[config.mk]
export PLATFORM = sky130hd
export DESIGN_NAME = mem_access_ctrl
export DESIGN_NICKNAME = d
export VERILOG_FILES = /design/src/rtl/mem_pkg.sv /design/src/rtl/mem_lane_align.sv /design/src/rtl/mem_access_ctrl.sv
export SDC_FILE = /design/constraint.sdc
export NUM_CORES = 1
export LEC_CHECK = 0
export ABC_AREA = 0
export CAP_MARGIN = 30
export CORE_MARGIN = 2
export CORE_UTILIZATION = 30
export DETAILED_ROUTE_END_ITERATION = 7
export GPL_ROUTABILITY_DRIVEN = 1
export GPL_TIMING_DRIVEN = 0
export HOLD_SLACK_MARGIN = 0.02
export PLACE_DENSITY = 0.62
export SYNTH_ARGS = -nofsm -noshare
export SYNTH_HDL_FRONTEND = slang
export SYNTH_SLANG_ARGS = --single-unit
[constraint.sdc]
create_clock -name clk -period 4.5 [get_ports clk]
set_clock_uncertainty 0.05 [all_clocks]
set_input_delay 1.125 -clock clk [delete_from_list [all_inputs] [get_ports clk]]
set_output_delay 1.125 -clock clk [all_outputs]
set_load 0.005 [all_outputs]
[src/rtl/mem_pkg.sv]
// mem_pkg: access-size codes and sequencer state encoding shared by the memory access path
package mem_pkg;
    localparam logic [1:0] MEM_NONE = 2'b00;
    localparam logic [1:0] MEM_BYTE = 2'b01;
    localparam logic [1:0] MEM_HALF = 2'b10;
    localparam logic [1:0] MEM_WORD = 2'b11;
    typedef enum logic [1:0] {IDLE, REQ, DONE} state_t;
endpackage

[src/rtl/mem_lane_align.sv]
// mem_lane_align: byte-lane steering for stores, lane extraction and extension for loads
module mem_lane_align
    import mem_pkg::*;
(
    input  logic [1:0]  st_len,
    input  logic [1:0]  st_off,
    input  logic [31:0] wdata,
    input  logic [1:0]  ld_len,
    input  logic [1:0]  ld_off,
    input  logic        ld_signed,
    input  logic [31:0] raw,
    output logic [3:0]  be,
    output logic [31:0] wdata_rep,
    output logic [31:0] ext,
    output logic        misaligned
);
    logic [7:0]  b;
    logic [15:0] h;
    always_comb begin
        be = st_len == MEM_BYTE ? 4'b0001 << st_off :
             st_len == MEM_HALF ? (st_off[1] ? 4'b1100 : 4'b0011) :
             st_len == MEM_WORD ? 4'b1111 : 4'b0000;
        wdata_rep = st_len == MEM_BYTE ? {4{wdata[7:0]}} :
                    st_len == MEM_HALF ? {2{wdata[15:0]}} : wdata;
        misaligned = (st_len == MEM_HALF && st_off[0]) || (st_len == MEM_WORD && st_off != 2'b00);
        b = raw[{ld_off, 3'b000} +: 8];
        h = ld_off[1] ? raw[31:16] : raw[15:0];
        ext = ld_len == MEM_BYTE ? {{24{ld_signed & b[7]}}, b} :
              ld_len == MEM_HALF ? {{16{ld_signed & h[15]}}, h} : raw;
    end
endmodule

[src/rtl/mem_access_ctrl.sv]
// mem_access_ctrl: sequences one decoded load/store into a handshaked word bus transaction,
// stalling the pipeline until ack or timeout and returning extended load data
module mem_access_ctrl
    import mem_pkg::*;
#(
    parameter int unsigned TIMEOUT = 255
) (
    input  logic        clk,
    input  logic        rst,
    input  logic        memread,
    input  logic        memwrite,
    input  logic [1:0]  mem_length,
    input  logic        mem_signed,
    input  logic [31:0] addr,
    input  logic [31:0] wdata,
    output logic        stall,
    output logic        done,
    output logic [31:0] rdata,
    output logic        addr_err,
    output logic        bus_err,
    output logic        bus_req,
    output logic        bus_we,
    output logic [31:0] bus_addr,
    output logic [3:0]  bus_be,
    output logic [31:0] bus_wdata,
    input  logic [31:0] bus_rdata,
    input  logic        bus_ack
);
    localparam logic [15:0] TO = 16'(TIMEOUT);
    state_t      state_q, state_d;
    logic [15:0] cnt_q, cnt_d;
    logic        bus_req_q, bus_req_d, bus_we_q, bus_we_d;
    logic [3:0]  bus_be_q, bus_be_d;
    logic [31:0] bus_addr_q, bus_addr_d, bus_wdata_q, bus_wdata_d, raw_q, raw_d;
    logic [1:0]  off_q, off_d, len_q, len_d;
    logic        sgn_q, sgn_d, done_q, done_d, bus_err_q, bus_err_d;
    logic        access, misal, go;
    logic [3:0]  be_n;
    logic [31:0] wd_n, ext;

    mem_lane_align u_align (
        .st_len(mem_length), .st_off(addr[1:0]), .wdata(wdata),
        .ld_len(len_q), .ld_off(off_q), .ld_signed(sgn_q), .raw(raw_q),
        .be(be_n), .wdata_rep(wd_n), .ext(ext), .misaligned(misal)
    );

    assign access    = (memread | memwrite) && mem_length != MEM_NONE;
    assign go        = state_q == IDLE && access && !misal;
    assign addr_err  = state_q == IDLE && access && misal;
    assign stall     = go || state_q == REQ;
    assign done      = done_q;
    assign bus_err   = bus_err_q;
    assign rdata     = (bus_we_q | bus_err_q) ? 32'h0 : ext;
    assign bus_req   = bus_req_q;
    assign bus_we    = bus_we_q;
    assign bus_addr  = bus_addr_q;
    assign bus_be    = bus_be_q;
    assign bus_wdata = bus_wdata_q;

    always_comb begin
        state_d     = state_q;
        cnt_d       = cnt_q;
        bus_req_d   = bus_req_q;
        bus_we_d    = bus_we_q;
        bus_be_d    = bus_be_q;
        bus_addr_d  = bus_addr_q;
        bus_wdata_d = bus_wdata_q;
        off_d       = off_q;
        len_d       = len_q;
        sgn_d       = sgn_q;
        raw_d       = raw_q;
        done_d      = 1'b0;
        bus_err_d   = 1'b0;
        if (state_q == IDLE) begin
            if (go) begin
                state_d     = REQ;
                bus_req_d   = 1'b1;
                bus_we_d    = memwrite;
                bus_be_d    = be_n;
                bus_addr_d  = {addr[31:2], 2'b00};
                bus_wdata_d = wd_n;
                off_d       = addr[1:0];
                len_d       = mem_length;
                sgn_d       = mem_signed;
                cnt_d       = 16'h0;
            end
        end else if (state_q == REQ) begin
            cnt_d = cnt_q + 16'd1;
            // the incremented count names this REQ cycle, so TIMEOUT=N gives exactly N request cycles
            if (bus_ack) begin
                state_d   = DONE;
                bus_req_d = 1'b0;
                done_d    = 1'b1;
                raw_d     = bus_rdata;
            end else if (cnt_d == TO) begin
                state_d   = DONE;
                bus_req_d = 1'b0;
                done_d    = 1'b1;
                bus_err_d = 1'b1;
                raw_d     = 32'h0;
            end
        end else begin
            state_d = IDLE;
        end
    end

    always_ff @(posedge clk) begin
        if (rst) begin
            state_q     <= IDLE;
            cnt_q       <= '0;
            bus_req_q   <= 1'b0;
            bus_we_q    <= 1'b0;
            bus_be_q    <= '0;
            bus_addr_q  <= '0;
            bus_wdata_q <= '0;
            off_q       <= '0;
            len_q       <= '0;
            sgn_q       <= 1'b0;
            raw_q       <= '0;
            done_q      <= 1'b0;
            bus_err_q   <= 1'b0;
        end else begin
            state_q     <= state_d;
            cnt_q       <= cnt_d;
            bus_req_q   <= bus_req_d;
            bus_we_q    <= bus_we_d;
            bus_be_q    <= bus_be_d;
            bus_addr_q  <= bus_addr_d;
            bus_wdata_q <= bus_wdata_d;
            off_q       <= off_d;
            len_q       <= len_d;
            sgn_q       <= sgn_d;
            raw_q       <= raw_d;
            done_q      <= done_d;
            bus_err_q   <= bus_err_d;
        end
    end
endmodule

==> impl_metrics.env, run 1 <==
export IMPL_synth_main_ff_cell="sky130_fd_sc_hd__dfxtp_1"
export IMPL_post_route_util_pct=45.27
export IMPL_detailedPlacementHpwl_um=16150
export IMPL_post_place_cells=1244
export IMPL_synth_edff_count=0
export IMPL_via_count=6469
export IMPL_place_worst_setup_slack_ns=-0.3235
export IMPL_core_area_mm2=0.02036
export IMPL_total_of_flip_flops_plus_latches_after_synthesis=125
export IMPL_p_leak_nw=3.232
export IMPL_area_delta_synth_final_pct=47.30
export IMPL_reg_to_reg_startpoint="cnt_q[0]"
export IMPL_class_of_the_worst_hold_path="reg -> reg"
export IMPL_netlist_instances=769
export IMPL_nets=1100
export IMPL_use_met3_pct=6.503
export IMPL_rsz_0062_raised_after_global_routing="no"
export IMPL_most_common_cell_after_layout_fill_and_taps_aside="sky130_fd_sc_hd__clkdlybuf4s50_1"
export IMPL_cts_tree="built"
export IMPL_top_usage_layer_grt="met2"
export IMPL_drive_gt1_share_pct=9.533
export IMPL_grtUsageMet2_pct=31.06
export IMPL_placementRows=52
export IMPL_crit_fanout=10
export IMPL_grt_use_total_pct=19.56
export IMPL_globalRouteOverflowTotal=0
export IMPL_layout_common_cells="sky130_fd_sc_hd__clkdlybuf4s50_1, sky130_fd_sc_hd__nand2_1, sky130_fd_sc_hd__dfxtp_1"
export IMPL_die_y_um=148.4
export IMPL_number_of_cells_in_the_finished_layout_apart_from_fillers=1278
export IMPL_cp_data_arrival_time_ns=3.20
export IMPL_worstHoldStart="bus_addr[13]"
export IMPL_synth_async_sr_flop_share_pct=0
export IMPL_max_slew_margin_pct=47.49
export IMPL_max_clock_freq_mhz=228.5
export IMPL_routed_wl_um=21980
export IMPL_yosysWarningCount=0
export IMPL_cts_hold_fix_buffers=0
export IMPL_seq_area_frac_synth_pct=39.98
export IMPL_post_route_period_util_pct=97.25
export IMPL_critical_path_n_buffers_inverters=4
export IMPL_clk_pin_slew_ns=0.06
export IMPL_h_tree_level_count=4
export IMPL_worstMarginPinSlew_ns=0.7859
export IMPL_power_density_normalized_to_cell_area_mw_per_mm2=350.5
export IMPL_synth_area_leader_cell="sky130_fd_sc_hd__dfxtp_1"
export IMPL_status="finished clean"
export IMPL_syn_cell_area_mm2=0.006259
export IMPL_dr_pass1_iters=5
export IMPL_dr_first_iter_drc_count=393
export IMPL_number_of_global_route_vias_before_repair=6117
export IMPL_antenna_left=0
export IMPL_grt_start_max_net_pins=17
export IMPL_finalSetupTns_ns=0
export IMPL_clock_sinks=125
export IMPL_crit_path_cell_trace="or2_2 > buf_1 > or2_2 > buf_2 > nor2_2 > buf_2 > o21a_1 > clkdlybuf4s50_1"
export IMPL_gp_congestion=0.8301
export IMPL_timing_final_max_slew_violations=0
export IMPL_setup_worst_path_class="reg -> out"
export IMPL_floorplan_initialDensity_pct=30.73
export IMPL_cp_slowest_stage_delay_ns=0.51
export IMPL_num_io_pins=210
export IMPL_fill_cells=2035
export IMPL_period_needed_ns=4.376
export IMPL_ctsRootBufferMaster="sky130_fd_sc_hd__clkbuf_16"
export IMPL_crit_family="buffers and inverters"
export IMPL_critical_path_slowest_cell="sky130_fd_sc_hd__clkdlybuf4s50_1"
export IMPL_hold_viol_final=0
export IMPL_die_width_um=148.4
export IMPL_post_synth_cell_area_avg_um2=8.138
export IMPL_netlist_cell_type_count=51
export IMPL_worst_skew_pair_late_latency_ns=0.42
export IMPL_cap_violations=0
export IMPL_crit_path_start_kind="register"
export IMPL_number_of_antenna_violations_at_the_first_check_in_global_routing=1
export IMPL_critical_path_required_ns=3.32
export IMPL_portbufs=203
export IMPL_timing_hold_ws_ns=0.4044
export IMPL_drt_wirelength_per_cell_um=17.20
export IMPL_top_post_synthesis_cells_by_area="sky130_fd_sc_hd__dfxtp_1, sky130_fd_sc_hd__nand2_1, sky130_fd_sc_hd__a21oi_1"
export IMPL_vias_per_cell=5.062
export IMPL_post_route_drc_count=0
export IMPL_vdd_ir_drop_worst_uv=240.1
export IMPL_worstSetupEndpointType="output port"
export IMPL_wire_length_of_the_first_global_routing_pass_um=33650
export IMPL_post_route_worst_setup_slack_ns=0.1238
export IMPL_setup_viol=0
export IMPL_clk_path_buf_depth=2
export IMPL_yosys_area_top_type_share_pct=39.98
export IMPL_dieArea_mm2=0.02203
export IMPL_numCtsBuffers=17
export IMPL_crit_path_start="bus_we"
export IMPL_grt_met1_usage_pct=25.34
==> final cells by class <==
| class | count | area, um^2 | share of cell area [%] |
|---|---|---|---|
| Buffer | 67 | 292.8 | 3.176 |
| Tap cell | 270 | 337.8 | 3.664 |
| Inverter | 37 | 138.9 | 1.507 |
| Multi-Input combinational cell | 541 | 3346 | 36.29 |
| Sequential cell | 125 | 2502 | 27.14 |
| Timing Repair Buffer | 205 | 2047 | 22.20 |
| Antenna cell | 1 | 2.502 | 0.02714 |
| Clock buffer | 19 | 442.9 | 4.805 |
| Clock inverter | 13 | 108.9 | 1.181 |
==> routing by layer <==
layer | share of wire [%] | vias up
met5 | 0 | -
li1 | - | 3166
met4 | 1.6 | 0
met1 | 44 | 3038
met2 | 46 | 242
met3 | 8.7 | 23
==> tightest hold or removal path, stage by stage, from the launching register on <==
cell,delay [ns]
sky130_fd_sc_hd__dfxtp_1,0.31
sky130_fd_sc_hd__nand2_1,0.05
sky130_fd_sc_hd__a21oi_1,0.05
==> stage by stage <==
step	area [um^2]	total power [mW]
finish	9219	3.231
global route	9216	3.359
CTS	9209	3.249
detailed placement	8640	1.951
global placement	8632	1.946
floorplan	6262	1.557
==> cells by family (layout without fill, tap and decap cells) <==
kind of cell	count (synthesis)	after routing	share of synthesized area, %
compound gates	247	247	26.61
xor+xnor	6	6	0.8397
fa+ha+maj	2	2	0.3998
buf+inv	104	341	6.897
flops	125	125	39.98
mux	33	33	6.877
other cells	1	3	0.05992
simple gates	251	251	18.33
==> flip-flops by register name, indices dropped and copies added (netlist names), 2 cells and up <==
| name | cells |
|---|---|
| len_q | 2 |
| bus_addr | 30 |
| cnt_q | 16 |
| off_q | 2 |
| bus_wdata | 32 |
| state_q | 2 |
| bus_be | 4 |
| raw_q | 32 |
==> synth_stat cells, drive strengths merged, types with 6 or more instances <==
library cell	count
a22oi	33
nor3	8
a21oi	75
dfxtp	125
a211oi	34
o21ai	48
a31oi	14
or3	6
clkbuf	52
nand3	6
mux2i	25
inv	37
mux4	8
xnor2	6
buf	15
a311oi	15
nor2b	10
nand2	132
o21a	17
nor2	57
==> repair_timing <==
item,in CTS,in global routing
gates cloned,0,0
pin swaps,0,1
buffers inserted,0,1
endpoints found under the setup margin,4,1
gates resized for setup,4,0
==> power breakdown <==
| group | internal, mW | switching, mW |
|---|---|---|
| Combinational | 0.370 | 0.326 |
| Sequential | 1.18 | 0.0586 |
| Clock | 0.729 | 0.568 |
| Total | 2.28 | 0.952 |
==> worst paths after layout <==
kind | end | slack, ns | cells after the start
max | rdata[26] | 0.12 | 8
min | bus_addr[13] | 0.40 | 2
max reg2reg | raw_q[8] | 1.73 | 8
min reg2reg | bus_addr[13] | 0.40 | 2
(Power assumes the default switching activity.)
==> run 2: changes to the inputs <==
--- a/config.mk
+++ b/config.mk
@@ -12,7 +12,6 @@
 export DETAILED_ROUTE_END_ITERATION = 7
 export GPL_ROUTABILITY_DRIVEN = 1
 export GPL_TIMING_DRIVEN = 0
-export HOLD_SLACK_MARGIN = 0.02
 export PLACE_DENSITY = 0.62
 export SYNTH_ARGS = -nofsm -noshare
 export SYNTH_HDL_FRONTEND = slang
==> results of run 2 <==
Same layout as run 1: the final DEF is identical, and so are final timing and power.
